`config.mk`:
```
export PLATFORM = sky130hd
export DESIGN_NAME = line_merge_wcb_flat
export DESIGN_NICKNAME = d
export VERILOG_FILES = /design/src/rtl/line_merge_wcb_if.sv /design/src/rtl/line_merge_wcb.sv /design/src/flat_wrapper.sv
export SDC_FILE = /design/constraint.sdc
export NUM_CORES = 1
export LEC_CHECK = 0
export ABC_CLOCK_PERIOD_IN_PS = 3900
export CAP_MARGIN = 20
export CORE_AREA = 5 5 246 248
export CTS_CLUSTER_SIZE = 8
export DETAILED_ROUTE_END_ITERATION = 8
export DIE_AREA = 0 0 251 253
export GPL_ROUTABILITY_DRIVEN = 0
export MAX_ROUTING_LAYER = met4
export SYNTH_ARGS = -nofsm -noshare
export SYNTH_HDL_FRONTEND = slang
export SYNTH_SLANG_ARGS = --single-unit
```
`constraint.sdc`:
```
create_clock -name clk -period 3.9 [get_ports clk]
set_input_delay 0.78 -clock clk [delete_from_list [all_inputs] [get_ports clk]]
set_output_delay 0.78 -clock clk [all_outputs]
set_load 0.02 [all_outputs]
```
`src/rtl/line_merge_wcb_if.sv`:
```
// line_merge_wcb_if: store (st_*), line read (rd_*) and line write (wr_*) ports of line_merge_wcb; slave = buffer side, master = environment side
interface line_merge_wcb_if #(
  parameter int LINE_W = 256,
  parameter int WORD_W = 32,
  parameter int ADDR_W = 27
);
  localparam int SEL_W = $clog2(LINE_W / WORD_W);
  localparam int BE_W = WORD_W / 8;
  logic st_valid;
  logic st_ready;
  logic [ADDR_W-1:0] st_addr;
  logic [SEL_W-1:0] st_sel;
  logic [BE_W-1:0] st_be;
  logic [WORD_W-1:0] st_wd;
  logic rd_req;
  logic rd_ready;
  logic [ADDR_W-1:0] rd_addr;
  logic rd_valid;
  logic [LINE_W-1:0] rd_data;
  logic wr_valid;
  logic wr_ready;
  logic [ADDR_W-1:0] wr_addr;
  logic [LINE_W-1:0] wr_data;
  modport slave (
    input st_valid, st_addr, st_sel, st_be, st_wd, rd_ready, rd_valid, rd_data, wr_ready,
    output st_ready, rd_req, rd_addr, wr_valid, wr_addr, wr_data
  );
  modport master (
    output st_valid, st_addr, st_sel, st_be, st_wd, rd_ready, rd_valid, rd_data, wr_ready,
    input st_ready, rd_req, rd_addr, wr_valid, wr_addr, wr_data
  );
endinterface

```
`src/rtl/line_merge_wcb.sv`:
```
// line_merge_wcb: single-entry write-combining line buffer; ports clk, rst (sync, active-high), flush, empty, bus (slave: st_* stores, rd_* line fill, wr_* line writeback); `define WCB_TIMEOUT_EN adds an idle-timeout drain after TIMEOUT HOLD cycles
module line_merge_wcb #(
  parameter int LINE_W = 256,
  parameter int WORD_W = 32,
  parameter int ADDR_W = 27,
  parameter int TIMEOUT = 16
) (
  input logic clk,
  input logic rst,
  input logic flush,
  output logic empty,
  line_merge_wcb_if.slave bus
);
  localparam int BE_W = WORD_W / 8;
  localparam int LBE_W = LINE_W / 8;
  typedef enum logic [1:0] {IDLE, FILL, HOLD, DRAIN} state_t;
  state_t state, state_n;
  logic [ADDR_W-1:0] tag;
  logic [LINE_W-1:0] line_q, line_n;
  logic [LBE_W-1:0] mask_q, mask_n;
  logic rd_pend, hit, acc, tmo;
  assign hit = bus.st_addr == tag;
  assign bus.st_ready = !rst && (state == IDLE || ((state == FILL || state == HOLD) && hit));
  assign acc = bus.st_valid && bus.st_ready;
  assign bus.rd_req = rd_pend;
  assign bus.rd_addr = tag;
  assign bus.wr_valid = state == DRAIN;
  assign bus.wr_addr = tag;
  assign bus.wr_data = line_q;
  assign empty = state == IDLE;
`ifdef WCB_TIMEOUT_EN
  localparam int CNT_W = $clog2(TIMEOUT) + 1;
  logic [CNT_W-1:0] idle_cnt;
  assign tmo = idle_cnt == CNT_W'(TIMEOUT - 1);
  always_ff @(posedge clk)
    if (rst || acc || state != HOLD) idle_cnt <= '0;
    else if (!tmo) idle_cnt <= idle_cnt + 1'b1;
`else
  assign tmo = TIMEOUT < 0;
`endif
  always_comb begin
    mask_n = state == IDLE ? '0 : mask_q;
    line_n = line_q;
    if (state == FILL && bus.rd_valid) begin
      for (int i = 0; i < LBE_W; i++)
        if (!mask_q[i]) line_n[i*8 +: 8] = bus.rd_data[i*8 +: 8];
      mask_n = '1;
    end
    if (acc)
      for (int b = 0; b < BE_W; b++)
        if (bus.st_be[b]) begin
          line_n[(int'(bus.st_sel) * BE_W + b) * 8 +: 8] = bus.st_wd[b*8 +: 8];
          mask_n[int'(bus.st_sel) * BE_W + b] = 1'b1;
        end
  end
  always_comb begin
    state_n = state;
    case (state)
      IDLE: if (acc && |bus.st_be) state_n = FILL;
      FILL: if (bus.rd_valid) state_n = HOLD;
      HOLD: if ((bus.st_valid && !hit) || flush || tmo) state_n = DRAIN;
      DRAIN: if (bus.wr_ready) state_n = IDLE;
      default: state_n = IDLE;
    endcase
  end
  always_ff @(posedge clk) begin
    if (rst) begin
      state <= IDLE;
      mask_q <= '0;
      rd_pend <= 1'b0;
      tag <= '0;
    end else begin
      state <= state_n;
      mask_q <= mask_n;
      if (state == IDLE && state_n == FILL) begin
        tag <= bus.st_addr;
        rd_pend <= 1'b1;
      end else if (bus.rd_ready) rd_pend <= 1'b0;
    end
    line_q <= line_n;
  end
endmodule

```
`src/flat_wrapper.sv`:
```
// flat-port wrapper written by rule: the top's interface ports become plain ports
module line_merge_wcb_flat 
#(
  parameter int LINE_W = 256,
  parameter int WORD_W = 32,
  parameter int ADDR_W = 27,
  parameter int TIMEOUT = 16
)
  (clk, rst, flush, empty, bus_st_valid, bus_st_addr, bus_st_sel, bus_st_be, bus_st_wd, bus_rd_ready, bus_rd_valid, bus_rd_data, bus_wr_ready, bus_st_ready, bus_rd_req, bus_rd_addr, bus_wr_valid, bus_wr_addr, bus_wr_data);
  line_merge_wcb_if #(.LINE_W(LINE_W), .WORD_W(WORD_W), .ADDR_W(ADDR_W)) bus_i ();
  input logic clk;
  input logic rst;
  input logic flush;
  output logic empty;
  input wire logic [$bits(bus_i.st_valid)-1:0] bus_st_valid;
  input wire logic [$bits(bus_i.st_addr)-1:0] bus_st_addr;
  input wire logic [$bits(bus_i.st_sel)-1:0] bus_st_sel;
  input wire logic [$bits(bus_i.st_be)-1:0] bus_st_be;
  input wire logic [$bits(bus_i.st_wd)-1:0] bus_st_wd;
  input wire logic [$bits(bus_i.rd_ready)-1:0] bus_rd_ready;
  input wire logic [$bits(bus_i.rd_valid)-1:0] bus_rd_valid;
  input wire logic [$bits(bus_i.rd_data)-1:0] bus_rd_data;
  input wire logic [$bits(bus_i.wr_ready)-1:0] bus_wr_ready;
  output wire logic [$bits(bus_i.st_ready)-1:0] bus_st_ready;
  output wire logic [$bits(bus_i.rd_req)-1:0] bus_rd_req;
  output wire logic [$bits(bus_i.rd_addr)-1:0] bus_rd_addr;
  output wire logic [$bits(bus_i.wr_valid)-1:0] bus_wr_valid;
  output wire logic [$bits(bus_i.wr_addr)-1:0] bus_wr_addr;
  output wire logic [$bits(bus_i.wr_data)-1:0] bus_wr_data;
  assign bus_i.st_valid = bus_st_valid;
  assign bus_i.st_addr = bus_st_addr;
  assign bus_i.st_sel = bus_st_sel;
  assign bus_i.st_be = bus_st_be;
  assign bus_i.st_wd = bus_st_wd;
  assign bus_i.rd_ready = bus_rd_ready;
  assign bus_i.rd_valid = bus_rd_valid;
  assign bus_i.rd_data = bus_rd_data;
  assign bus_i.wr_ready = bus_wr_ready;
  assign bus_st_ready = bus_i.st_ready;
  assign bus_rd_req = bus_i.rd_req;
  assign bus_rd_addr = bus_i.rd_addr;
  assign bus_wr_valid = bus_i.wr_valid;
  assign bus_wr_addr = bus_i.wr_addr;
  assign bus_wr_data = bus_i.wr_data;
  line_merge_wcb #(.LINE_W(LINE_W), .WORD_W(WORD_W), .ADDR_W(ADDR_W), .TIMEOUT(TIMEOUT)) u_core (.clk(clk), .rst(rst), .flush(flush), .empty(empty), .bus(bus_i));
endmodule
```
## After elaboration in Yosys (flattened, before gate mapping)

Cells that the tools add are included.
W data, S select, Z words.

| operators by class | value |
|---|---|
| add/sub/neg operators | 7 |
| $lt $le $gt $ge | 8 |
| eq/ne operators | 5 |
| shifts and indexed selects | 8 |
| multiplexer cells | 70 |
| bitwise operators | 4 |
| reductions and logical operators | 19 |

Operators with widths:

| kind | count |
|---|---|
| $mux W256 | 9 |
| $bwmux W256 | 4 |
| $shift A8 B33 Y256 const A | 4 |
| $shiftx A8 B33 Y256 | 4 |
| $mux W32 | 10 |
| $mux W8 | 32 |
| $neg A32 Y33 | 3 |
| $ge A32 B1 Y1 const B | 3 |
| $lt A32 B7 Y1 const B | 3 |
| $or A32 B32 Y32 | 3 |
| $neg A8 Y33 | 1 |
| $or A32 B29 Y32 | 1 |
| $eq A27 B27 Y1 | 1 |
| $demux W1 S5 | 3 |
| $add A5 B2 Y6 const B | 2 |
| $logic_and A1 B1 Y1 | 11 |
| $mux W2 | 4 |
| $pmux W2 S4 | 1 |
| $add A5 B1 Y6 const B | 1 |
| $lt A5 B6 Y1 const B | 1 |
| $mux W1 | 6 |
| $ge A5 B1 Y1 const B | 1 |
| $eq A2 B1 Y1 const B | 2 |
| $eq A2 B2 Y1 const B | 2 |
| other kinds (6) | 9 |

| word-level totals | value |
|---|---|
| register bits | 318 |
| input bits | 329 |
| output and inout bits | 314 |
| word-level logic and storage cells | 126 |

## Depth between registers and ports, before layout

| logic depth | value |
|---|---|
| depth in word-level cells | 16 |
| mapped depth | 10 |
| mapped depth without buffers | 8 |

## Least setup slack after synthesis

No wires, ideal clock.

| path | value |
|---|---|
| path kind | input -> register |
| start | input bus_st_sel[0] |
| end | register u_core.line_q[192], in the netlist u_core.bus.wr_data[192] |
| library setup time | 122 ps |
| data arrival time | 2696 ps |
| required time | 3778 ps |
| slack | 1082 ps |
| stages | 9 |
| buffers on the path | 2 |
| cell sequence | clkinv_1 ha_1 ha_1 clkbuf_1 nor2_1 o21ai_0 or4_1 buf_4 mux2i_1 |

| between the ends | value |
|---|---|
| word-level cells in the longest chain between the ends | 14 |
| elaborated cells on any way between the ends | 27 |
| those cells by class | add/sub: 7; shift: 8; mux: 12 |

RTL lines:

| item | line | RTL |
|---|---|---|
| start, declared | flat_wrapper.sv:17 | `input wire logic [$bits(bus_i.st_sel)-1:0] bus_st_sel;` |
| parallel branches: the longest is 12 deep, another holds $neg A32 Y33 | -- |  |
| $mux W256 (*) | line_merge_wcb.sv:51 | `if (bus.st_be[b]) begin` |
| $mux W256 (*) | line_merge_wcb.sv:49 | `if (acc)` |
| named net u_core.line_n[192] | line_merge_wcb.sv:19 | `logic [LINE_W-1:0] line_q, line_n;` |
| end signal, assigned | line_merge_wcb.sv:80 | `line_q <= line_n;` |
| end, declared | line_merge_wcb.sv:19 |  |

Mark *: on every way through the listed nets, which the timed path passes. The select of a mux whose other input is x is not followed.
A chain may end at the register's enable or synchronous reset.

## Worst setup path after layout

| path | value |
|---|---|
| start | input bus_st_addr[21] |
| end | output bus_st_ready |

| between the ends | value |
|---|---|
| word-level cells in the longest chain between the ends | 4 |

RTL lines:

| item | line | RTL |
|---|---|---|
| start, declared | flat_wrapper.sv:16 | `input wire logic [$bits(bus_i.st_addr)-1:0] bus_st_addr;` |
| $eq A27 B27 Y1 | line_merge_wcb.sv:22 | `assign hit = bus.st_addr == tag;` |
| $logic_and A1 B1 Y1 | line_merge_wcb.sv:23 | `assign bus.st_ready = !rst && (state == IDLE \|\| ((state == FILL \|\| state == HOLD) && hit));` |
| $logic_or A1 B1 Y1 | line_merge_wcb.sv:23 |  |
| $logic_and A1 B1 Y1 | line_merge_wcb.sv:23 |  |
| end, declared | flat_wrapper.sv:24 | `output wire logic [$bits(bus_i.st_ready)-1:0] bus_st_ready;` |

No other way between the ends.

==> impl_results.md <==
- Critical path fanouts, max: 2
- Hold_ws: 0.476 ns
- Worst-case hold path end point: u_core.bus.rd_req
- Initial Util: 25.1%
- Finished Layout Cells: 2,780
- CTS Root Cell: clkbuf_16
- CTS tree: yes
- Internal: 11,700 uW
- Synth Warn #: 0
- Sw Share: between 30% and 40%
- Port Buffers: 642
- Peak supply drop: ~0.0004 V
- Relative slew slack: between 50% and 60%
- Crit path DAT: 2.95 ns
- Part of the power in combinational logic: 50.2%
- Hold Path Class: reg2reg
- Num CTS Buffers: 46
- Period Utilization, post-route: between 90% and 100%
- Worst hold start: u_core.bus.rd_req
- Largest net degree at the start of global routing: 38
- Die Height: 253 um
- Vias in the first global route: 14,000
- Initial antenna violation count: 3
- Top cell by count, worst path: clkdlybuf4s50_1
- Pre-antenna DRT Iters: 5
- Synth top area share: 43.5%
- Setup violators final: 0
- Gr usage total: 19.9%
- H-Tree Depth: 2
- Fin Setup TNS: 0 ns
- Commonest non-fill, non-tap cell in the layout: clkdlybuf4s50_1
- Drt wl/cell: 23.4 um
- Commonest non-fill, non-tap cells in the layout: 641 x clkdlybuf4s50_1, 446 x mux2i_1, 318 x dfxtp_1
- Worst path required time: between 3 and 4 ns
- Flop pwr share: 30.8%
- Number of post-CTS setup repair buffers: 0
- Synth unique cells: 45
- Number of synthesized flops with an enable pin: 0
- Unrepaired setup endpoints after global routing: false
- R2r worst-path depth: 8
- First-pass GRT wire length: 93,800 um
- Synthesized Nets: 1,726
- Register area: ~6400 um^2
- Die W: 251 um
- Max cap viols: 0
- I/O Pins: 643
- Max Freq: 268 MHz
- ANT nets after route: 0
- Routed WL: 65,100 um
- Clk Latency, worst-skew pair: between 0.5 and 0.6 ns
- Layout cell share with drive strength beyond 1: 8.68%
- Vias: 12,900
- Hold Vio Cnt, Final: 0
- Tmin final: approximately 3.7 ns
- Syn-to-layout area delta: 57.3%
- Largest area contributor in the netlist: dfxtp_1
- WHS Path Cells: 2
- DP HPWL: 51,100 um
- Fin nets: approximately 2,300
- Dpl cells: 2,722
- Status: finished clean
- Fillcell total: 5,708
- #FFs+latches synth: between 300 and 400
- Skew final: 0.0294 ns
- Power share of the clock group: 18.9%
- Footprint of the multi-input gates: 7700 um^2
- Crit start category: input port
- Die footprint: 63,500 um^2
- Critical path type: in2out
- Flop2flop setup slack: about 1.0 ns
- Critical-path top delay cell: clkdlybuf4s50_1
- Register area share after synthesis: 43.5%
- Synth async-reset ratio: 0%
- Critical path capture point type: output port
- Pwr Density: between 800 and 900 nW/um^2
- Slowest cell delay on critical path: roughly 0.6 ns
- Worst-Margin Slew: approximately 0.74 ns
- Clk slew on worst S/H paths: ~0.05 ns
- Max Buffers Root-to-Sink: 3
- Gr ovfl total: 0
- Clock sinks: 318
- Syn Inst Count: 1,387
- Fin util: approximately two fifths
- DRC: 0
- Reg2reg start: u_core.state[1]
- Synth area leaders: dfxtp_1 43%, mux2i_1 30%, mux2_2 4.8%
- Initial DRC count: 584
- CTS Hold Bufs: 0
- Worst reg2reg path endpoint: u_core.bus.wr_data[195]
- Row cnt: 89
- Crit path cell chain: clkdlybuf4s50_1 > xnor2_1 > nand4_1 > nor4_4 > a41o_1 > buf_12 > clkdlybuf4s50_1
- Post-CTS resize count: 0
- Core area: 58,200 um^2
- Cell Area, Synth: 14,600 um^2
- Mean Syn Cell Area: 10.6 um^2
- Primary FF master, synth: dfxtp_1
- Fin. max-slew vios: 0
- Pleak: approximately 0.0097 uW
- Vias per cell: roughly 4.6
- Switch Pwr: about 7300 uW
[worst max-delay path, delay by kind of cell]
kind	cells	cell delay [ns]
xor gates and xnor gates	1	0.14
and+or+nand+nor	2	0.56
AOI/OAI and AO/OA	1	0.25
buffers and inverters	3	1.21
[area by class of cell]
class	instances	share of cell area, %
clock buffers	51	5.17
well taps	773	4.20
flip-flops and latches	318	27.6
clock inverters	4	0.185
multi-input cells	946	33.4
inverters	6	0.0978
repair buffers	679	29.2
diodes	3	0.0326
[power by group through the flow]
stage | clock network, uW | registers [uW] | logic [uW]
floorplan | 0 | 7470 | 3350
global placement | 0 | 5850 | 9480
global route | 3840 | 6030 | 10100
detailed placement | 0 | 5890 | 9580
CTS | 3720 | 5860 | 9630
finish | 3600 | 5850 | 9540
[flip-flops by register name, indices dropped and copies added, names as in the netlist]
name,cells
u_core.bus.wr_data,256
u_core.mask_q,32
u_core.bus.rd_addr,27
u_core.state,2
u_core.bus.rd_req,1
[metrics by stage]
step	power, uW	setup slack (ns)	cell area (um^2)
6_report	19000	0.167	23000
5_1_grt	20000	0.0367	23000
4_1_cts	19200	0.0403	23000
3_5_place_dp	15500	0.0581	21800
3_3_place_gp	15300	0.0229	21800
2_1_floorplan	10800	1.08	14600
[worst max-delay path by stage]
| stage | cells past startpoint | from | end | slack (ns) |
|---|---|---|---|---|
| after floorplan | 9 | bus_st_sel[0] | u_core.bus.wr_data[192] | 1.08 |
| after global placement | 7 | bus_st_addr[25] | bus_st_ready | 0.02 |
| after detailed placement | 7 | bus_st_addr[25] | bus_st_ready | 0.06 |
| after CTS | 7 | bus_st_addr[25] | bus_st_ready | 0.04 |
| after global routing | 7 | bus_st_addr[21] | bus_st_ready | 0.04 |
| final | 7 | bus_st_addr[21] | bus_st_ready | 0.17 |
[Yosys cell counts, types with 2 or more instances]
master / number
nor3_1: 3
a21oi_1: 58
xnor2_1: 24
buf_1: 9
o32ai_1: 7
o2bb2ai_1: 8
and3_1: 16
mux2_2: 62
and2_1: 2
buf_4: 30
buf_6: 2
nand2_1: 129
nor2_2: 6
nand3_1: 19
buf_2: 20
clkbuf_1: 56
clkinv_1: 2
nor2b_1: 7
and4_1: 2
ha_1: 10
dfxtp_1: 318
nor2_1: 40
o22ai_1: 26
nand4_1: 7
nor4_4: 2
a21o_1: 17
xor2_1: 3
inv_1: 4
o21ai_0: 3
or3_1: 3
nor2_4: 3
mux2i_1: 446
nand2b_1: 31
[logic make-up after synthesis]
family	synth area share, %
AO/OA/AOI/OAI	5.36
flip-flops	43.5
adder cells (fa/ha/maj)	0.854
XOR/XNOR	1.61
multiplexers	35.2
AND/OR/NAND/NOR	9.26
buffers and inverters	4.19
[routing by layer]
| layer | vias up | part of all wire [%] | track usage [%] |
|---|---|---|---|
| li1 | 6090 | - | - |
| met1 | 6244 | 40 | 22.9 |
| met3 | 89 | 6.8 | 5.20 |
| met4 | 0 | 2.5 | 5.01 |
| met5 | - | 0 | - |
| met2 | 486 | 50 | 34.9 |
No activity file was read; power rests on OpenSTA's default activity.
